`config.mk`:
```
export PLATFORM = sky130hd
export DESIGN_NAME = viterbi_stream_decoder
export DESIGN_NICKNAME = d
export VERILOG_FILES = /design/src/rtl/viterbi_stream_decoder.sv
export SDC_FILE = /design/constraint.sdc
export NUM_CORES = 1
export LEC_CHECK = 0
export ABC_CLOCK_PERIOD_IN_PS = 9600
export CORE_ASPECT_RATIO = 1.5
export CORE_UTILIZATION = 25
export CTS_BUF_LIST = sky130_fd_sc_hd__clkbuf_16
export DETAILED_ROUTE_END_ITERATION = 7
export DONT_BUFFER_PORTS = 1
export GPL_ROUTABILITY_DRIVEN = 0
export PLACE_DENSITY = 0.42
export SYNTH_ARGS = -nofsm -noshare
export SYNTH_HDL_FRONTEND = slang
export SYNTH_SLANG_ARGS = --single-unit
```
`constraint.sdc`:
```
create_clock -name clk -period 9.6 [get_ports clk]
set_input_delay 0.96 -clock clk [delete_from_list [all_inputs] [get_ports clk]]
set_output_delay 0.96 -clock clk [all_outputs]
set_load 0.01 [all_outputs]
```
`src/rtl/viterbi_stream_decoder.sv`:
```
// Streaming hard-decision HMM Viterbi decoder: observations in on obs_*,
// decoded state path out on path_*, best_score/done/err at sequence end.
// Ports: clk, rst_n (sync, active-low), start/length, logA/logC/logB_flat,
//   obs_in/obs_valid/obs_ready, path_out/path_last/path_valid/path_ready,
//   best_score, busy, done, err.
module viterbi_stream_decoder #(
  parameter int N = 8,
  parameter int I = 3,
  parameter int K = 3,
  parameter int W = 20
) (
  input  logic                   clk,
  input  logic                   rst_n,
  input  logic                   start,
  input  logic [$clog2(N+1)-1:0] length,
  input  logic [I*I*W-1:0]       logA_flat,
  input  logic [I*W-1:0]         logC_flat,
  input  logic [I*K*W-1:0]       logB_flat,
  input  logic [$clog2(K)-1:0]   obs_in,
  input  logic                   obs_valid,
  output logic                   obs_ready,
  output logic [$clog2(I)-1:0]   path_out,
  output logic                   path_last,
  output logic                   path_valid,
  input  logic                   path_ready,
  output logic signed [W-1:0]    best_score,
  output logic                   busy,
  output logic                   done,
  output logic                   err
);

  localparam int LW = $clog2(N+1);
  localparam int IW = $clog2(I);
  localparam int KW = $clog2(K);
  localparam int TW = (N > 1) ? $clog2(N) : 1;

  localparam logic signed [W+1:0] SMAX =
    {3'b000, {(W-1){1'b1}}};
  localparam logic signed [W+1:0] SMIN =
    {3'b111, {(W-1){1'b0}}};

  typedef enum logic [2:0] {
    S_IDLE, S_RECV, S_TERM, S_TRACE, S_OUT
  } state_t;

  state_t state, state_nx;

  logic [LW-1:0] len, cnt, len_m1, cnt_m1;
  logic signed [W-1:0] delta [I];
  logic signed [W-1:0] delta_nx [I];
  logic [IW-1:0] bp [N][I];
  logic [IW-1:0] bp_nx [I];
  logic [IW-1:0] path_buf [N];
  logic [KW-1:0] sym;
  logic signed [W-1:0] term_max;
  logic [IW-1:0] term_arg;
  logic len_ok;

  function automatic logic signed [W+1:0] ext(
    input logic [W-1:0] x
  );
    return {{2{x[W-1]}}, x};
  endfunction

  function automatic logic signed [W-1:0] sat(
    input logic signed [W+1:0] x
  );
    if (x > SMAX) return SMAX[W-1:0];
    else if (x < SMIN) return SMIN[W-1:0];
    else return x[W-1:0];
  endfunction

  assign len_ok = (length != '0) && (length <= LW'(N));
  assign len_m1 = len - LW'(1);
  assign cnt_m1 = cnt - LW'(1);

  // Out-of-range symbols fold onto the last symbol
  assign sym = ({1'b0, obs_in} >= (KW+1)'(K))
             ? KW'(K-1) : obs_in;

  assign busy       = (state != S_IDLE);
  assign obs_ready  = (state == S_RECV);
  assign path_valid = (state == S_OUT);
  assign path_last  = path_valid && (cnt == len_m1);
  assign path_out   = path_valid ? path_buf[cnt[TW-1:0]] : '0;

  // Add-compare-select for all states; strict > keeps lowest i on ties
  always_comb begin
    logic signed [W-1:0] cand, best, base;
    logic [IW-1:0] arg;
    cand = '0;
    best = '0;
    base = '0;
    arg  = '0;
    for (int j = 0; j < I; j++) begin
      best = '0;
      arg  = '0;
      for (int i = 0; i < I; i++) begin
        cand = sat(ext(delta[i]) +
                   ext(logA_flat[(i*I+j)*W +: W]));
        if (i == 0 || cand > best) begin
          best = cand;
          arg  = IW'(i);
        end
      end
      base = (cnt == '0) ? logC_flat[j*W +: W] : best;
      delta_nx[j] = sat(ext(base) +
        ext(logB_flat[(j*K+int'(sym))*W +: W]));
      bp_nx[j] = arg;
    end
  end

  always_comb begin
    term_max = delta[0];
    term_arg = '0;
    for (int j = 1; j < I; j++) begin
      if (delta[j] > term_max) begin
        term_max = delta[j];
        term_arg = IW'(j);
      end
    end
  end

  always_comb begin
    state_nx = state;
    unique case (state)
      S_IDLE:
        if (start && len_ok) state_nx = S_RECV;
      S_RECV:
        if (obs_valid && cnt == len_m1) state_nx = S_TERM;
      S_TERM:
        state_nx = (len_m1 == '0) ? S_OUT : S_TRACE;
      S_TRACE:
        if (cnt == LW'(1)) state_nx = S_OUT;
      S_OUT:
        if (path_ready && cnt == len_m1) state_nx = S_IDLE;
      default:
        state_nx = S_IDLE;
    endcase
  end

  always_ff @(posedge clk) begin
    if (!rst_n) state <= S_IDLE;
    else        state <= state_nx;
  end

  // One counter serves as t in RECV, trace cursor in TRACE, beat index in OUT
  always_ff @(posedge clk) begin
    if (!rst_n) begin
      len        <= '0;
      cnt        <= '0;
      best_score <= '0;
      done       <= 1'b0;
      err        <= 1'b0;
    end else begin
      done <= 1'b0;
      err  <= 1'b0;
      unique case (state)
        S_IDLE:
          if (start) begin
            len <= length;
            cnt <= '0;
            if (!len_ok) begin
              done <= 1'b1;
              err  <= 1'b1;
            end
          end
        S_RECV:
          if (obs_valid) cnt <= cnt + LW'(1);
        S_TERM: begin
          best_score <= term_max;
          cnt        <= len_m1;
        end
        S_TRACE:
          cnt <= cnt_m1;
        S_OUT:
          if (path_ready) begin
            cnt <= cnt + LW'(1);
            if (cnt == len_m1) done <= 1'b1;
          end
        default: ;
      endcase
    end
  end

  always_ff @(posedge clk) begin
    if (state == S_RECV && obs_valid) begin
      delta <= delta_nx;
      bp[cnt[TW-1:0]] <= bp_nx;
    end
    if (state == S_TERM)
      path_buf[len_m1[TW-1:0]] <= term_arg;
    if (state == S_TRACE)
      path_buf[cnt_m1[TW-1:0]] <=
        bp[cnt[TW-1:0]][path_buf[cnt[TW-1:0]]];
  end

endmodule

```
* Word-level counts from Yosys, hierarchy flattened
Memory sizes are Yosys's and may differ from the RTL's. A register that Yosys moved wholly into a read port is not among the register bits. Cells that the tools add are included.
Storage, ports and cells: flip-flop bits (word level) 93, RAM bits 64, input port bits 431, output and inout port bits 28, logic and storage cells 173, memories kept 2
Cells by class: add/subtract/negate cells 17, multipliers 3, magnitude comparators 35, eq/ne operators 13, shift operators 3, multiplexer cells 73, bitwise logic cells 1, reductions and logical operators 17
Memory list:
- bp | words 8, width 6, rd ports 1, clocked after memory_dff 1, write ports 1, line 51 | logic [IW-1:0] bp [N][I];
- path_buf | words 8, width 2, rd ports 1, clocked after memory_dff 1, write ports 1, line 53 | logic [IW-1:0] path_buf [N];
Operator list (number):
- $mux W20 | 32
- $add A20 B20 Y21 | 12
- $gt A21 B20 Y1 const B | 12
- $lt A21 B20 Y1 const B | 12
- $shiftx A180 B10 Y20 | 1
- $shiftx A180 B8 Y20 | 1
- $shiftx A180 B9 Y20 | 1
- $gt A20 B20 Y1 | 8
- $mux W3 | 10
- $pmux W4 S5 | 1
- $mux W2 | 9
- $mux W1 | 15
- $pmux W3 S5 | 1
- $mux W4 | 3
- $logic_not A4 Y1 | 2
- $ne A2 B2 Y1 const B | 4
- $reduce_and A4 Y1 | 2
- $sub A4 B1 Y4 const B | 2
- $mul A4 B3 Y7 const B | 1
- $eq A3 B2 Y1 const B | 2
- $logic_and A1 B1 Y1 | 6
- $mul A3 B3 Y6 const B | 1
- $ne A2 B1 Y1 const B | 3
- $mul A2 B3 Y5 const B | 1
- 19 further kinds | 20

* Logic depth before layout (Yosys ltp)
depth after elaboration 12, depth in mapped cells 50, depth with buffers taken out 46

* Least setup slack after synthesis
Ideal clock, no wire load.
kind input-to-reg, start in logA_flat[100], end reg delta[4] (netlist name), data pin, library setup time 0.259 ns, arrival 10.190 ns, required time 9.341 ns, setup slack -0.848 ns, stages 45, buffers on the path 4, cell sequence ha_1 fa_1 a21o_1 nand4_1 nand4b_1 a41o_1 a21oi_2 mux2i_1 buf_2 a21o_1 ha_1 nand3_1 or4_1 nor3_1 o21ai_1 nand3_1 o31ai_2 nor2_4 (+9 left out) nor3_4 or2_1 buf_2 a221oi_2 a221o_1 ha_1 fa_1 a21o_1 a21oi_1 o21bai_1 a2111oi_0 o31ai_1 a31oi_1 or3b_1 a41oi_4 nor2_4 buf_4 a21oi_1
On the way: longest elaborated chain between the ends 12, elaborated cells on any way between the ends 14, classes of those cells add/sub: 2; order compare: 6; mux: 6
RTL lines:
- from (decl) | line 16 | input logic [I*I*W-1:0] logA_flat,
- $add A20 B20 Y21 * | line 99 | cand = sat(ext(delta[i]) +
- $lt A21 B20 Y1 | line 69 | else if (x < SMIN) return SMIN[W-1:0];
- $mux W20 | line 69
- $mux W20 * | line 68 | if (x > SMAX) return SMAX[W-1:0];
- $gt A20 B20 Y1 | line 101 | if (i == 0 || cand > best) begin
- $mux W20 * | line 101
- $gt A20 B20 Y1 | line 101
- $mux W20 * | line 101
- $mux W20 * | line 106 | base = (cnt == '0) ? logC_flat[j*W +: W] : best;
- $add A20 B20 Y21 * | line 107 | delta_nx[j] = sat(ext(base) +
- $lt A21 B20 Y1 | line 69
- $mux W20 | line 69
- to (signal assigned) | line 188 | delta <= delta_nx;
- to (decl) | line 49 | logic signed [W-1:0] delta [I];
Mark *: on every way between the ends. The rest lies on a longest branch, timed or not. A chain may end at the register's enable or synchronous reset.

* Final worst setup path
start reg delta[40] (netlist name), end reg delta[49] (netlist name), data pin
On the way: longest elaborated chain between the ends 12, elaborated cells on any way between the ends 14, classes of those cells add/sub: 2; order compare: 6; mux: 6
RTL lines (line):
- $add A20 B20 Y21 * | 99
- $lt A21 B20 Y1 | 69
- $mux W20 | 69
- $mux W20 * | 68
- $gt A20 B20 Y1 | 101
- $mux W20 * | 101
- $gt A20 B20 Y1 | 101
- $mux W20 * | 101
- $mux W20 * | 106
- $add A20 B20 Y21 * | 107
- $lt A21 B20 Y1 | 69
- $mux W20 | 69
Marked as above.

==> flow_summary.toml <==
[status]
outcome = "complete, but fails checks"
violations = "setup timing"

[cts]
cts.sinks = 160
insertion_delay_ns = 0.52
cts-root-buf = "clkbuf_16"
clk_pin_slew_ns = 0.08
htreeDepth = 4
tritoncts = "done"
clk_path_buf_depth = 2
hold_buffers = 0
cts_buffers = 17

[logic_synthesis]
yosysSeqAreaShare_pct = 16.7
synth_area_mm2 = 0.0266
synth_edf_count = 124
synth_top_family_by_area = "compound AO/OA/AOI/OAI gates"
async_flop_share_pct = 0
synth_warnings = 0
synth_top_area_share_pct = 19.1
ys_top_cells_by_area = "ha_1, edfxtp_1, a21oi_1, a21o_1, o21ai_0"
synth_mux_area_share_pct = 5.74
syn_nets = 4047
yosys.area_share.adder_pct = 21.1
synthCells = 3199
synth_compound_area_share_pct = 31.0
synth_xor_area_share_pct = 6.64
synthSimpleGateAreaFrac_pct = 14.6
synth_area_per_cell_um2 = 8.31
yosysUniqueCellTypes = 118
ys.flop_type = "edfxtp_1"
yosys.area.top_type = "ha_1"
synth_seq_cells = 160

[floorplanning]
num_rows = 146
dieArea_mm2 = 0.108
core_area_mm2 = 0.105
die_w_um = 268
initial_core_util_pct = 25.2
ioPinCount = 459
die_y_um = 401

[timing]
setup_tns_ns = -11.20
fmax_mhz = 101
period_minus_slack_ns = 9.88
slew_violations = 0
grt_setup_unrepaired = "yes"
worst_pin_slew_ns = 1.03
final_hold_viol_count = 0
period_share_pct = 103
fin_worst_skew_ns = 0.0177
setup-violations-final = 58
slew_headroom_pct = 31.2
setup_slack_ns = -0.282

[cells_and_area]
syn2layout_area_growth_pct = 42.5
mostFrequentLayoutCells = "buf_4, ha_1, nand2_1"
stdcell_area_mm2 = 0.0379
num-nets-final = 4893
drive_gt1_share_pct = 34.9
final_common_cell = "buf_4"

[hold_path]
min-delay-start = "len[3]$_SDFFE_PN0P_"
hold_class = "flop to flop"
min_path_cells = 2
hold_path_end = "len[3]$_SDFFE_PN0P_"

[worst_setup_path]
critPathBufInv = 8
worstPathRequired_ns = 9.88
timing.rr.start = "delta[40]$_SDFFCE_PN1P_"
crit_top_cell = "buf_6"
worst-setup-path-type = "flop to flop"
start_kind = "flop"
critPathCaptureType = "flop"
r2r_end = "delta[49]$_SDFFCE_PN1P_"
max_stage_delay_ns = 0.42
crit_slowest_cell = "edfxtp_1"
cp.arrival_ns = 10.16
crit_start = "delta[40]$_SDFFCE_PN1P_"
regToRegSetupSlack_ns = -0.28
cp_max_fo = 8
reg2reg_depth = 49
cp_top_family = "compound AO/OA/AOI/OAI gates"

[global_routing]
grt_max_degree = 121
overflow = 0
antenna_found_initial = 41
grt_pass1_wl_um = 188000
track_usage_pct = 24.2
grt_pass1_vias = 28939

[detailed_routing]
wirelength_um = 133000
antenna_left = 0
vias_per_cell = 5.24
drt_iter0_markers = 1393
drt_first_pass_iters = 5
drcViolationCount = 0
wl_per_cell_um = 24.3
via_count = 28674

[placed_design]
place_area_mm2 = 0.0346
io_buffers = 0
hpwl_um = 113000

[run]
cap_violations = 0
-- cells in the mapped netlist, types with 54 or more instances --
cell	number
o21ai_0	234
nor2_1	186
a21oi_1	301
ha_1	405
nand2_1	224
nor3_1	54
xor2_1	76
a21o_1	187
clkbuf_1	60
edfxtp_1	124
inv_1	137
xnor2_1	120
mux2i_1	89
-- how the worst max path moves through the flow --
| stage | endpoint | slack [ns] | cells past startpoint |
|---|---|---|---|
| floorplan | delta[4]$_SDFFCE_PN1P_ | -0.18 | 47 |
| global placement | delta[28]$_SDFFCE_PN1P_ | -1.18 | 43 |
| detailed placement | delta[47]$_SDFFCE_PN1P_ | -1.06 | 46 |
| CTS | delta[49]$_SDFFCE_PN1P_ | -0.28 | 48 |
| global route | delta[49]$_SDFFCE_PN1P_ | -0.69 | 50 |
| finish | delta[49]$_SDFFCE_PN1P_ | -0.28 | 49 |
-- tightest hold or removal path: cells and delay by family, from the launching register on --
kind	cells	cell delay, ns
multiplexers	1	0.12
flip-flops	1	0.33
AND/OR/NAND/NOR	1	0.05
-- per-layer routing --
| layer | global-route usage, % | up-vias | routed length (µm) |
|---|---|---|---|
| met5 | 0 | - | 279 |
| met1 | 26.1 | 13747 | 50400 |
| li1 | - | 13910 | - |
| met2 | 43.3 | 728 | 66700 |
| met3 | 5.70 | 243 | 8150 |
| met4 | 12.7 | 46 | 7410 |
-- cells by family after synthesis --
kind of cell / Yosys count
AOI/OAI and AO/OA: 1222
buffers and inverters: 260
xor gates and xnor gates: 199
DFF: 160
muxes: 126
adders and majority gates: 446
and+or+nand+nor: 786
-- sequential cells by signal, indices dropped and copies added (netlist names), named ones only --
register	count
best_score	20
cnt	4
err	1
bp	48
delta	60
done	1
state	3
len	4
path_buf	16
-- final cells by class --
type | count | area (µm²)
Fill cell | 11029 | 67500
Multi-Input combinational cell | 2781 | 23000
Timing Repair Buffer | 947 | 7520
Sequential cell | 160 | 4440
Tap cell | 1406 | 1760
Inverter | 138 | 520
Clock buffer | 17 | 425
Clock inverter | 15 | 174
Antenna cell | 13 | 32.5
-- timing repair --
item / in CTS / in global routing
gates cloned: 8 / 1
pin swaps: 112 / 98
buffers inserted: 61 / 32
setup endpoints to repair: 60 / 60
resized for setup: 245 / 162
-- metrics by stage --
| step | instances | utilization [%] | setup WS, ns | hold slack [ns] |
|---|---|---|---|---|
| after floorplan | 3199 | - | -0.178 | 0.504 |
| final | 5477 | 35.9 | -0.282 | 0.550 |
| after global placement | 5337 | 32.8 | -1.18 | 0.534 |
| after global routing | 5474 | 35.9 | -0.692 | 0.548 |
| after detailed placement | 5337 | 32.8 | -1.06 | 0.540 |
| after CTS | 5435 | 35.0 | -0.282 | 0.529 |
Power is left out: the tool's default activity adds up to more than one toggle a clock period on the data nets, which glitch-free logic cannot reach.
